## config.mk

```make
export PLATFORM = sky130hd
export DESIGN_NAME = pent_dram_seq_flat
export DESIGN_NICKNAME = d
export VERILOG_FILES = /design/src/rtl/pent_dram_seq_if.sv /design/src/rtl/pent_dram_seq.sv /design/src/flat_wrapper.sv
export SDC_FILE = /design/constraint.sdc
export NUM_CORES = 1
export LEC_CHECK = 0
export ABC_AREA = 1
export ABC_CLOCK_PERIOD_IN_PS = 1680
export BUFFER_PORTS_ARGS = -buffer_cell sky130_fd_sc_hd__clkbuf_2
export CORE_ASPECT_RATIO = 1.25
export CORE_MARGIN = 5
export CORE_UTILIZATION = 30
export DETAILED_ROUTE_END_ITERATION = 10
export PLACE_DENSITY = 0.45
export SYNTH_ARGS = -nofsm -noshare
export SYNTH_HDL_FRONTEND = slang
export SYNTH_SLANG_ARGS = --single-unit
export TNS_END_PERCENT = 30
```

## constraint.sdc

```tcl
create_clock -name CLK -period 1.68 [get_ports CLK]
set_input_delay 0.084 -clock CLK [delete_from_list [all_inputs] [get_ports CLK]]
set_output_delay 0.084 -clock CLK [all_outputs]
set_load 0.01 [all_outputs]
```

## src/rtl/pent_dram_seq_if.sv

```systemverilog
// DRAM sequencer strobe bundle: CPU request in, RAS/CAS/MUX/refresh/WAIT strobes out.
// The master modport is the sequencer; the slave modport is the steering logic/CPU side.
interface pent_dram_seq_if #(
  parameter int REF_ROWS_W = 7
);
  logic                  CPU_MREQ_n;
  logic                  RAS;
  logic                  CAS_n;
  logic                  MUX;
  logic                  RFS;
  logic                  VID;
  logic [REF_ROWS_W-1:0] RA;
  logic                  RA_OE;
  logic                  WAIT_n;

  modport master (
    input  CPU_MREQ_n,
    output RAS, CAS_n, MUX, RFS, VID, RA, RA_OE, WAIT_n
  );

  modport slave (
    output CPU_MREQ_n,
    input  RAS, CAS_n, MUX, RFS, VID, RA, RA_OE, WAIT_n
  );
endinterface

```

## src/rtl/pent_dram_seq.sv

```systemverilog
// Pentagon DRAM sequencer: alternating 4-clock video/CPU slots with RAS-only refresh
// stolen from idle CPU slots, forced (with WAIT) once deferred too long. All outputs registered.
module pent_dram_seq #(
  parameter int REF_INTERVAL  = 54,
  parameter int REF_MAX_DEFER = 4,
  parameter int REF_ROWS_W    = 7
) (
  input  logic            CLK,
  input  logic            RST,
  pent_dram_seq_if.master bus
);
  typedef enum logic [1:0] {P0 = 2'd0, P1 = 2'd1, P2 = 2'd2, P3 = 2'd3} phase_e;

  localparam logic [7:0] CNT_LAST  = 8'(REF_INTERVAL - 1);
  localparam logic [3:0] DEFER_MAX = 4'(REF_MAX_DEFER);

  phase_e                phase_q, phase_d;
  logic                  vid_q, vid_d;
  logic                  ref_q, ref_d;
  logic                  frc_q, frc_d;
  logic [7:0]            cnt_q, cnt_d;
  logic [1:0]            owed_q, owed_d;
  logic [3:0]            defer_q, defer_d;
  logic [REF_ROWS_W-1:0] ra_q, ra_d;
  logic                  ras_q, ras_d;
  logic                  cas_n_q, cas_n_d;
  logic                  mux_q, mux_d;
  logic                  rfs_q, rfs_d;
  logic                  ra_oe_q, ra_oe_d;
  logic                  wait_n_q, wait_n_d;

  logic slot_end;
  logic tick;
  logic done;

  assign slot_end = (phase_q == P3);
  assign tick     = slot_end && (cnt_q == CNT_LAST);
  assign done     = slot_end && ref_q;

  always_ff @(posedge CLK or posedge RST) begin
    if (RST) begin
      phase_q  <= P0;
      vid_q    <= 1'b1;
      ref_q    <= 1'b0;
      frc_q    <= 1'b0;
      cnt_q    <= '0;
      owed_q   <= '0;
      defer_q  <= '0;
      ra_q     <= '0;
      ras_q    <= 1'b0;
      cas_n_q  <= 1'b1;
      mux_q    <= 1'b0;
      rfs_q    <= 1'b1;
      ra_oe_q  <= 1'b0;
      wait_n_q <= 1'b1;
    end else begin
      phase_q  <= phase_d;
      vid_q    <= vid_d;
      ref_q    <= ref_d;
      frc_q    <= frc_d;
      cnt_q    <= cnt_d;
      owed_q   <= owed_d;
      defer_q  <= defer_d;
      ra_q     <= ra_d;
      ras_q    <= ras_d;
      cas_n_q  <= cas_n_d;
      mux_q    <= mux_d;
      rfs_q    <= rfs_d;
      ra_oe_q  <= ra_oe_d;
      wait_n_q <= wait_n_d;
    end
  end

  always_comb begin
    phase_d = P0;
    vid_d   = vid_q;
    ref_d   = ref_q;
    frc_d   = frc_q;
    cnt_d   = cnt_q;
    owed_d  = owed_q;
    defer_d = defer_q;
    ra_d    = ra_q;

    unique case (phase_q)
      P0:      phase_d = P1;
      P1:      phase_d = P2;
      P2:      phase_d = P3;
      default: phase_d = P0;
    endcase

    if (slot_end) begin
      vid_d = !vid_q;
      cnt_d = tick ? 8'd0 : cnt_q + 8'd1;
      ref_d = 1'b0;
      frc_d = 1'b0;
      if (done) begin
        ra_d = ra_q + REF_ROWS_W'(1);
      end
      // Leaving a video slot decides what the following CPU slot will be.
      if (vid_q && (owed_q != 2'd0)) begin
        if (bus.CPU_MREQ_n) begin
          ref_d   = 1'b1;
          defer_d = 4'd0;
        end else if (defer_q == DEFER_MAX) begin
          ref_d   = 1'b1;
          frc_d   = 1'b1;
          defer_d = 4'd0;
        end else begin
          defer_d = defer_q + 4'd1;
        end
      end
    end

    unique case ({tick, done})
      2'b10:   owed_d = (owed_q == 2'd3) ? owed_q : owed_q + 2'd1;
      2'b01:   owed_d = owed_q - 2'd1;
      default: owed_d = owed_q;
    endcase

    if (owed_d == 2'd0) begin
      defer_d = 4'd0;
    end

    // Strobes are registered for the phase being entered.
    ras_d    = (phase_d != P0);
    mux_d    = !ref_d && ((phase_d == P2) || (phase_d == P3));
    cas_n_d  = ref_d || (phase_d != P3);
    rfs_d    = !ref_d;
    ra_oe_d  = ref_d;
    wait_n_d = !frc_d;
  end

  assign bus.RAS    = ras_q;
  assign bus.CAS_n  = cas_n_q;
  assign bus.MUX    = mux_q;
  assign bus.RFS    = rfs_q;
  assign bus.VID    = vid_q;
  assign bus.RA     = ra_q;
  assign bus.RA_OE  = ra_oe_q;
  assign bus.WAIT_n = wait_n_q;
endmodule
```

## src/flat_wrapper.sv

```systemverilog
// flat-port wrapper written by rule: the top's interface ports become plain ports
module pent_dram_seq_flat 
#(
  parameter int REF_INTERVAL  = 54,
  parameter int REF_MAX_DEFER = 4,
  parameter int REF_ROWS_W    = 7
)
  (CLK, RST, bus_CPU_MREQ_n, bus_RAS, bus_CAS_n, bus_MUX, bus_RFS, bus_VID, bus_RA, bus_RA_OE, bus_WAIT_n);
  pent_dram_seq_if #(.REF_ROWS_W(REF_ROWS_W)) bus_i ();
  input  logic CLK;
  input  logic RST;
  input wire logic [$bits(bus_i.CPU_MREQ_n)-1:0] bus_CPU_MREQ_n;
  output wire logic [$bits(bus_i.RAS)-1:0] bus_RAS;
  output wire logic [$bits(bus_i.CAS_n)-1:0] bus_CAS_n;
  output wire logic [$bits(bus_i.MUX)-1:0] bus_MUX;
  output wire logic [$bits(bus_i.RFS)-1:0] bus_RFS;
  output wire logic [$bits(bus_i.VID)-1:0] bus_VID;
  output wire logic [$bits(bus_i.RA)-1:0] bus_RA;
  output wire logic [$bits(bus_i.RA_OE)-1:0] bus_RA_OE;
  output wire logic [$bits(bus_i.WAIT_n)-1:0] bus_WAIT_n;
  assign bus_i.CPU_MREQ_n = bus_CPU_MREQ_n;
  assign bus_RAS = bus_i.RAS;
  assign bus_CAS_n = bus_i.CAS_n;
  assign bus_MUX = bus_i.MUX;
  assign bus_RFS = bus_i.RFS;
  assign bus_VID = bus_i.VID;
  assign bus_RA = bus_i.RA;
  assign bus_RA_OE = bus_i.RA_OE;
  assign bus_WAIT_n = bus_i.WAIT_n;
  pent_dram_seq #(.REF_INTERVAL(REF_INTERVAL), .REF_MAX_DEFER(REF_MAX_DEFER), .REF_ROWS_W(REF_ROWS_W)) u_core (.CLK(CLK), .RST(RST), .bus(bus_i));
endmodule
```

==> flow_metrics.py, run 1 <==
metrics = {
    "cts": {
        "clkLatencyLatePin_ns": 0.28,
        "numClockSinks": 31,
        "cts_tree": "built",
        "cts.htree.levels": 2,
        "cts-root-buf": "clkbuf_8",
        "clk_path_buf_depth": 2,
        "cts_inserted_buffers": 5,
        "clk_transition_reported_paths_ns": 0.06,
    },
    "placed_design": {
        "gp_congestion": 0.737,
        "dp_cells": 285,
        "io_buffers": 16,
        "place_area_um2": 1910,
        "hpwl_um": 2330,
    },
    "die": {
        "io_pins": 17,
        "dieWidth_um": 76.1,
        "initial_core_util": 0.305,
        "die_h_um": 92.6,
        "rows": 30,
        "die-area_um2": 7040,
        "core_area_um2": 5370,
    },
    "power": {
        "p_seq_frac": 0.494,
        "power.density_nw_per_um2": 844,
        "ir_drop_mv": 0.343,
        "leakage_uw": 0.00112,
        "switchingPower_uw": 514,
        "pwr-share-comb": 0.173,
        "p_clk_frac": 0.333,
        "p_int_uw": 1250,
        "p_sw_frac": 0.292,
    },
    "final_layout": {
        "area_growth_pct": 27.8,
        "num_antenna_cells": 0,
        "postLayoutCellArea_um2": 2090,
        "nets": 247,
        "fin_cells": 295,
        "fillCellCount": 567,
        "drive_above_1_share": 0.307,
    },
    "worst_setup_path": {
        "reg2reg_slack_ns": 0.06,
        "crit_type": "reg2reg",
        "start_kind": "flip-flop",
        "critPathRequiredTime_ns": 1.86,
        "rr_endpoint": "u_core.defer_q[3]",
        "arrival_ns": 1.79,
        "reg2regPathDepth": 11,
        "reg2reg_from": "u_core.phase_q[0]",
        "path_max_fanout": 3,
        "crit_path_end_kind": "flip-flop",
    },
    "grt": {
        "grt_use_met1": 0.112,
        "grt.busiest_layer": "met2",
        "grt_overflow": 0,
        "grt_use_total": 0.0983,
        "grt_use_met2": 0.166,
        "antenna_found_initial": 0,
        "grt_max_degree": 32,
        "grt.met3_usage": 0.0292,
        "grt_pass1_wl_um": 5530,
        "grt_pass1_vias": 1218,
    },
    "routing": {
        "drt_first_pass_iters": 4,
        "wl_per_cell_um": 11.0,
        "drt-initial-drc-count": 51,
        "drc": 0,
        "vias": 1250,
        "ant_nets": 0,
        "vias_per_cell": 4.24,
        "routed_wl_um": 3260,
    },
    "logic_synthesis": {
        "synth-edff-count": 0,
        "yosysWarnings": 0,
        "synth_cell_types": 22,
        "synth_area_um2": 1640,
        "syn_nets": 208,
        "synth_seq_cells": 31,
        "avgSynthCellArea_um2": 8.52,
        "seq_area_frac_synth": 0.477,
        "synthArstFlopShare": 1.00,
        "syn_inst": 192,
        "ys.flop_type": "dfrtp_1",
    },
    "sta": {
        "max_slew_margin": 0.738,
        "timing.fmax_mhz": 618,
        "fin_crit_sh": 0.963,
        "fin_tns_setup_ns": 0,
        "rsz0062_at_grt": "yes",
        "finalSetupViolCount": 0,
        "hold_viol": 0,
        "tightest_slew_ns": 0.394,
        "holdWs_ns": 0.128,
        "fin_worst_skew_ns": 0.00641,
        "drv_slew": 0,
        "min_period_ns": 1.62,
    },
    "worst_hold_path": {
        "min_from": "bus_CPU_MREQ_n",
        "hp-class": "in2reg",
        "hold_depth": 4,
        "min_to": "u_core.frc_q",
    },
    "flow_run": {
        "maxCapViolCount": 0,
    },
    "status": {
        "outcome": "finished clean",
    },
}
state kept, by name (all words and copies together) (netlist names):
name	flops
u_core.cnt_q	8
u_core.bus.RA	7
u_core.defer_q	4
u_core.owed_q	2
u_core.phase_q	2
u_core.bus.CAS_n	1
u_core.bus.MUX	1
u_core.bus.RAS	1
u_core.bus.RFS	1
u_core.bus.VID	1
u_core.bus.WAIT_n	1
u_core.frc_q	1
u_core.ref_q	1
routing by layer:
| metal | part of all wire | routed length, µm |
|---|---|---|
| met5 | 0 | 0 |
| met4 | 0.021 | 68 |
| met3 | 0.036 | 118 |
| met2 | 0.51 | 1670 |
| met1 | 0.43 | 1400 |
synthesized netlist by cell type, types with 4 or more instances:
| cell | count | area (µm²) |
|---|---|---|
| nor2_1 | 17 | 63.8 |
| ha_1 | 13 | 163 |
| o21ai_0 | 4 | 20.0 |
| nand2_1 | 50 | 188 |
| inv_1 | 41 | 154 |
| dfstp_2 | 4 | 105 |
| dfrtp_1 | 27 | 676 |
| nand3_1 | 11 | 55.1 |
| nand4_1 | 7 | 43.8 |
| xor2_1 | 6 | 52.6 |
how the worst max path moves through the flow:
stage	start	endpoint	slack, ns	cells past startpoint
floorplan	u_core.phase_q[1]	u_core.defer_q[0]	-0.02	13
global placement	u_core.cnt_q[1]	u_core.defer_q[3]	0.02	13
detailed placement	u_core.cnt_q[1]	u_core.defer_q[3]	-0.02	13
CTS	u_core.cnt_q[1]	u_core.defer_q[3]	0.02	13
global route	u_core.phase_q[0]	u_core.defer_q[3]	-0.04	11
finish	u_core.phase_q[0]	u_core.defer_q[3]	0.06	11
what timing repair did:
| item | 4_1_cts | 5_1_grt |
|---|---|---|
| endpoints found under the hold margin | 27 | 0 |
| buffers inserted | 0 | 2 |
| resized for setup | 1 | 19 |
| hold buffers | 1 | 0 |
| setup endpoints to repair | 3 | 4 |
| pin swaps | 0 | 13 |
cell families after synthesis:
family                   count (synthesis)  synth area share
AO/OA/AOI/OAI                            5            0.0161
XOR/XNOR                                 7            0.0375
adder cells (fa/ha/maj)                 13            0.0994
buffers and inverters                   43             0.103
flip-flops                              31             0.477
AND/OR/NAND/NOR                         93             0.267
critical path, cell delays in order (launching register included):
cell,delay (ns)
dfrtp_1,0.39
ha_2,0.20
buf_4,0.15
nand2_4,0.07
inv_1,0.06
ha_2,0.18
nand2_1,0.10
nand3_2,0.09
nand2_2,0.08
nand2_2,0.07
nand2_4,0.08
nor2_2,0.04
stage by stage:
stage / worst slack (ns) / total power, µW / utilization
6_report: 0.0628 / 1760 / 0.390
5_1_grt: -0.0422 / 1880 / 0.390
4_1_cts: 0.0181 / 1780 / 0.375
3_5_place_dp: -0.0200 / 1160 / 0.356
3_3_place_gp: 0.0150 / 1160 / 0.356
2_1_floorplan: -0.0187 / 1060 / -
cell type report:
cell class                 count  area (µm²)  share of cell area
tap                           64        80.1              0.0383
inverter                      42         163              0.0778
clock buffer                   6        82.6              0.0395
multi-input combinational    118         769               0.368
sequential                    31         781               0.373
timing repair buffer          33         210               0.101
clock inverter                 1        5.00             0.00239
cells in the final DEF, fill, tap and decap left out, types with 2 or more instances in the layout:
| cell | n |
|---|---|
| nand2_1 | 45 |
| inv_1 | 37 |
| dfrtp_1 | 27 |
| clkbuf_2 | 16 |
| buf_4 | 16 |
| nor2_1 | 13 |
| ha_1 | 9 |
| nand3_1 | 8 |
| nand4_1 | 7 |
| xor2_1 | 6 |
| clkbuf_8 | 6 |
| o21ai_0 | 4 |
| nor2_2 | 4 |
| dfstp_2 | 4 |
| nand2_4 | 3 |
| nand3_2 | 3 |
| inv_2 | 3 |
| nand2_2 | 3 |
| nor2_4 | 2 |
| inv_4 | 2 |
| ha_4 | 2 |
| ha_2 | 2 |
power by group through the flow:
stage	Combinational, µW	Sequential (µW)	Clock, µW
floorplan	166	892	0
global placement	277	888	0
detailed placement	283	881	0
CTS	289	871	618
global route	358	881	644
finish	306	871	587
No activity file was read; power rests on OpenSTA's default activity.
==> run 2: changes to the inputs <==
MAX_ROUTING_LAYER = met4   (was not set)
SLEW_MARGIN = 20   (was not set)
==> run 2 against run 1 <==
First-iteration DRC count shrank 2.0%. Wire length is the same. Global-route usage grew 0.27 points. Non-clock buffer count is the same. Die area is the same. Utilization is the same. Via count shrank 0.16%. Largest power group unchanged.
==> flow_metrics.py, run 2 (synthesis results as in run 1) <==
metrics = {
    "power": {
        "power.density_nw_per_um2": 844,
        "leakage_uw": 0.00112,
        "ir_drop_mv": 0.343,
    },
    "worst_hold_path": {
        "hp-class": "in2reg",
        "min_from": "bus_CPU_MREQ_n",
    },
    "worst_setup_path": {
        "path_cells": "ha_2 > buf_4 > nand2_4 > inv_1 > ha_2 > nand2_1 > nand3_2 > nand2_2 > nand2_2 > nand2_4 > nor2_2",
        "arrival_ns": 1.80,
        "critPathRequiredTime_ns": 1.86,
        "worstSetupStartpoint": "u_core.phase_q[0]",
        "start_kind": "flip-flop",
        "worst_path_max_delay_cell": "dfrtp_1",
        "path_max_fanout": 3,
        "crit_type": "reg2reg",
        "reg2reg_from": "u_core.phase_q[0]",
        "crit_path_end_kind": "flip-flop",
        "worst_path_largest_cell_delay_ns": 0.39,
    },
    "status": {
        "outcome": "finished clean",
    },
    "routing": {
        "vias_per_cell": 4.23,
        "drt-initial-drc-count": 50,
        "top_layer": "met4",
        "ant_nets": 0,
        "met3_length_um": 104,
        "drc": 0,
        "vias": 1248,
        "drt_first_pass_iters": 4,
        "wl_per_cell_um": 11.0,
        "wl_met2_um": 1670,
        "routed_wl_um": 3260,
        "met1_length_um": 1410,
    },
    "flow_run": {
        "maxCapViolCount": 0,
    },
    "die": {
        "die-area_um2": 7040,
        "die_h_um": 92.6,
        "dieWidth_um": 76.1,
        "io_pins": 17,
        "core_area_um2": 5370,
        "rows": 30,
        "initial_core_util": 0.305,
    },
    "sta": {
        "fin_worst_skew_ns": 0.00643,
        "max_slew_margin": 0.737,
        "timing.fmax_mhz": 618,
        "rsz0062_at_grt": "yes",
        "min_period_ns": 1.62,
        "fin_crit_sh": 0.963,
        "finalSetupViolCount": 0,
        "drv_slew": 0,
        "hold_viol": 0,
        "tightest_slew_ns": 0.394,
    },
    "final_layout": {
        "layout_common_cells": "45 x nand2_1, 37 x inv_1, 27 x dfrtp_1",
        "area_growth_pct": 27.8,
        "num_antenna_cells": 0,
        "post-route-util": 0.390,
        "drive_above_1_share": 0.307,
        "fin_cells": 295,
        "top_register": "u_core.cnt_q",
        "final_common_cell": "nand2_1",
        "nets": 247,
        "largest_reg_flops": 8,
    },
    "placed_design": {
        "dp_cells": 285,
        "gp_congestion": 0.746,
        "io_buffers": 16,
        "hpwl_um": 2330,
    },
    "cts": {
        "clk_path_buf_depth": 2,
        "cts.htree.levels": 2,
        "clk_transition_reported_paths_ns": 0.06,
        "cts_tree": "built",
        "clkLatencyLatePin_ns": 0.28,
        "cts_inserted_buffers": 5,
        "cts-root-buf": "clkbuf_8",
        "numClockSinks": 31,
    },
    "grt": {
        "grt_pass1_vias": 1219,
        "grt_max_degree": 32,
        "grt_pass1_wl_um": 5520,
        "grt_use_total": 0.101,
        "grt_overflow": 0,
        "antenna_found_initial": 0,
    },
}
-- run 2: final cells by class --
class                   instances  area (µm²)
clock buffers                   6        82.6
clock inverters                 1        5.00
fillers                       567        3280
inverters                      42         163
multi-input cells             118         769
flip-flops and latches         31         781
well taps                      64        80.1
repair buffers                 33         210
-- run 2: worst paths after layout --
kind                       slack [ns]                end  depth (start not counted)
max in group asynchronous        0.94  u_core.bus.WAIT_n                          4
min in group asynchronous        0.41     u_core.bus.MUX                          4
max reg2reg                      0.06  u_core.defer_q[3]                         11
max                              0.06  u_core.defer_q[3]                         11
min                              0.13       u_core.frc_q                          4
min reg2reg                      0.51    u_core.cnt_q[7]                          2
-- run 2: report_power, final --
group / switching [µW] / internal [µW]
Clock: 267 / 321
Sequential: 60.0 / 811
Combinational: 188 / 118
-- run 2: timing repair --
item / 4_1_cts / 5_1_grt
gates resized for setup: 1 / 19
pin swaps: 0 / 13
hold endpoints to repair: 27 / 0
setup buffers: 0 / 2
hold buffers: 1 / 0
endpoints found under the setup margin: 3 / 4
gates cloned: 0 / 0
-- run 2: critical path: cells and delay by family (launching register included) --
kind	cells	cell delay, ns
buffers and inverters	2	0.21
flip-flops	1	0.39
adder cells (fa/ha/maj)	2	0.38
AND/OR/NAND/NOR	7	0.53
-- run 2: routing by layer --
layer | vias up | GRT usage
li1 | 658 | -
met1 | 569 | 0.113
met2 | 14 | 0.166
met3 | 7 | 0.0272
met4 | 0 | 0.0481
met5 | - | -
-- run 2: through the flow --
step	hold slack [ns]	setup TNS, ns	worst slack (ns)	cell area, µm²	total power, µW
after global placement	0.173	0	0.0150	1910	1160
after CTS	0.121	0	0.0181	2010	1780
final	0.127	0	0.0618	2090	1760
after detailed placement	0.177	-0.0466	-0.0200	1910	1160
after global routing	0.154	-0.129	-0.0422	2090	1880
after floorplan	0.185	-0.0561	-0.0187	1660	1060
==> run 3: changes to the inputs <==
ABC_CLOCK_PERIOD_IN_PS = 1300   (was 1680)
clock period = 1.3 ns   (was 1.68 ns; I/O delays follow)
==> run 3 against run 2 <==
The flow now finishes with violations (setup timing). Critical path depth increased by 2. Largest cell class is now multi-input gates. Clock power up 66%. Cell count is 5.1% higher. Combinational power is 45% higher. Via count is 5.0% higher. Largest power group unchanged. Sequential share of layout area down 3.0 points. Hold slack got worse by 0.031 ns. Cell area is 8.6% higher. Count of clock-buffer cells in the layout stayed put. Non-clock buffer count increased by 14.
==> flow_metrics.py, run 3 (synthesis results as in run 1) <==
metrics = {
    "sta": {
        "tightest_slew_ns": 0.395,
        "setup_ws_ns": -0.281,
        "min_period_ns": 1.58,
        "fin_crit_sh": 1.22,
        "rsz0062_at_grt": "yes",
        "drv_slew": 0,
        "hold_viol": 0,
        "timing.fmax_mhz": 633,
        "fin_worst_skew_ns": 0.00375,
        "finalSetupViolCount": 20,
        "max_slew_margin": 0.737,
    },
    "grt": {
        "grt.met3_usage": 0.0282,
        "grt_pass1_vias": 1319,
        "grt_overflow": 0,
        "antenna_found_initial": 0,
        "grt_max_degree": 32,
        "grt_pass1_wl_um": 5660,
        "grt_use_met2": 0.161,
        "grt.busiest_layer": "met2",
        "grt_use_met1": 0.119,
        "grt_use_total": 0.102,
    },
    "routing": {
        "routed_wl_um": 3180,
        "drt_first_pass_iters": 4,
        "ant_nets": 0,
        "drt-initial-drc-count": 57,
        "drc": 0,
        "vias": 1311,
        "vias_per_cell": 4.23,
        "wl_per_cell_um": 10.3,
    },
    "placed_design": {
        "post-place-ws_ns": -0.412,
        "io_buffers": 16,
        "hpwl_um": 2360,
        "place_area_um2": 1990,
        "dp_cells": 296,
        "gp_congestion": 0.800,
    },
    "die": {
        "initial_core_util": 0.305,
        "die_h_um": 92.6,
        "io_pins": 17,
        "rows": 30,
        "dieWidth_um": 76.1,
        "die-area_um2": 7040,
        "core_area_um2": 5370,
    },
    "cts": {
        "cts.htree.levels": 2,
        "clk_path_buf_depth": 2,
        "cts_tree": "built",
        "cts_inserted_buffers": 5,
        "clk_transition_reported_paths_ns": 0.06,
        "numClockSinks": 31,
        "clkLatencyLatePin_ns": 0.28,
        "cts-root-buf": "clkbuf_8",
    },
    "flow_run": {
        "maxCapViolCount": 0,
    },
    "worst_setup_path": {
        "reg2reg_slack_ns": -0.28,
        "arrival_ns": 1.76,
        "crit_type": "reg2reg",
        "path_max_fanout": 3,
        "start_kind": "flip-flop",
        "crit_path_end_kind": "flip-flop",
        "critPathRequiredTime_ns": 1.48,
    },
    "status": {
        "violations": "setup timing",
        "outcome": "finished with violations",
    },
    "final_layout": {
        "drive_above_1_share": 0.358,
        "num_antenna_cells": 0,
        "top_register": "u_core.cnt_q",
        "fillCellCount": 554,
        "postLayoutCellArea_um2": 2270,
        "final_common_cell": "nand2_1",
        "post-route-util": 0.423,
        "fin_cells": 310,
        "largest_reg_flops": 8,
        "nets": 261,
        "layout_common_cells": "43 x nand2_1, 36 x inv_1, 27 x dfrtp_1",
        "area_growth_pct": 38.8,
        "multi_input_area_um2": 800,
        "ff_latch_area_um2": 781,
    },
    "power": {
        "leakage_uw": 0.00122,
        "power.density_nw_per_um2": 1120,
        "ir_drop_mv": 0.639,
    },
    "worst_hold_path": {
        "hp-class": "in2reg",
    },
}
## run 3: changes by cell type in the layout (fill, tap and decap cells not counted), sizes merged
cell,delta
buf,+14
bufinv,+1
## run 3: timing repair
item	4_1_cts	5_1_grt
buffers inserted	1	4
pin swaps	12	7
endpoints found under the setup margin	19	24
hold buffers	1	0
hold endpoints to repair	27	0
resized for setup	19	11
## run 3: worst max-delay path, stage by stage (launching register included)
cell	delay (ns)
dfrtp_1	0.38
inv_2	0.08
ha_4	0.13
nand2_4	0.05
nor2_4	0.10
nand3_4	0.09
inv_4	0.07
ha_4	0.19
inv_2	0.06
nand3_2	0.06
nand2_2	0.08
nand2_2	0.07
nand2_2	0.07
nor2_1	0.04
## run 3: power breakdown
part	internal (µW)	switching, µW	leakage [µW]
Combinational	184	260	0.000773
Sequential	1050	66.7	0.000388
Clock	619	354	0.0000612
## run 3: layout make-up
type	count	share of cell area
Sequential cell	31	0.344
Inverter	42	0.0716
Clock inverter	2	0.0154
Tap cell	64	0.0353
Clock buffer	6	0.0364
Timing Repair Buffer	47	0.145
Multi-Input combinational cell	118	0.352
## run 3: worst paths after layout
kind / endpoint / cells past startpoint / start
min in group asynchronous: u_core.bus.RA[3] / 4 / RST
worst min register to register: u_core.frc_q / 2 / u_core.frc_q
worst max register to register: u_core.defer_q[3] / 13 / u_core.cnt_q[1]
worst min-delay path: u_core.frc_q / 4 / bus_CPU_MREQ_n
worst max-delay path: u_core.defer_q[3] / 13 / u_core.cnt_q[1]
max in group asynchronous: u_core.bus.VID / 4 / RST
## run 3: metal layers
layer,vias up,wire length (µm)
li1,685,-
met1,606,1410
met2,14,1600
met3,6,101
met4,0,76
met5,-,0
## run 3: metrics by stage
step | total power, µW | hold slack (ns) | TNS (ns)
after floorplan | 1370 | 0.166 | -2.03
after global placement | 1550 | 0.157 | -2.80
after detailed placement | 1550 | 0.156 | -2.99
after CTS | 2570 | 0.0904 | -2.14
after global routing | 2700 | 0.111 | -3.97
final | 2530 | 0.0963 | -2.15
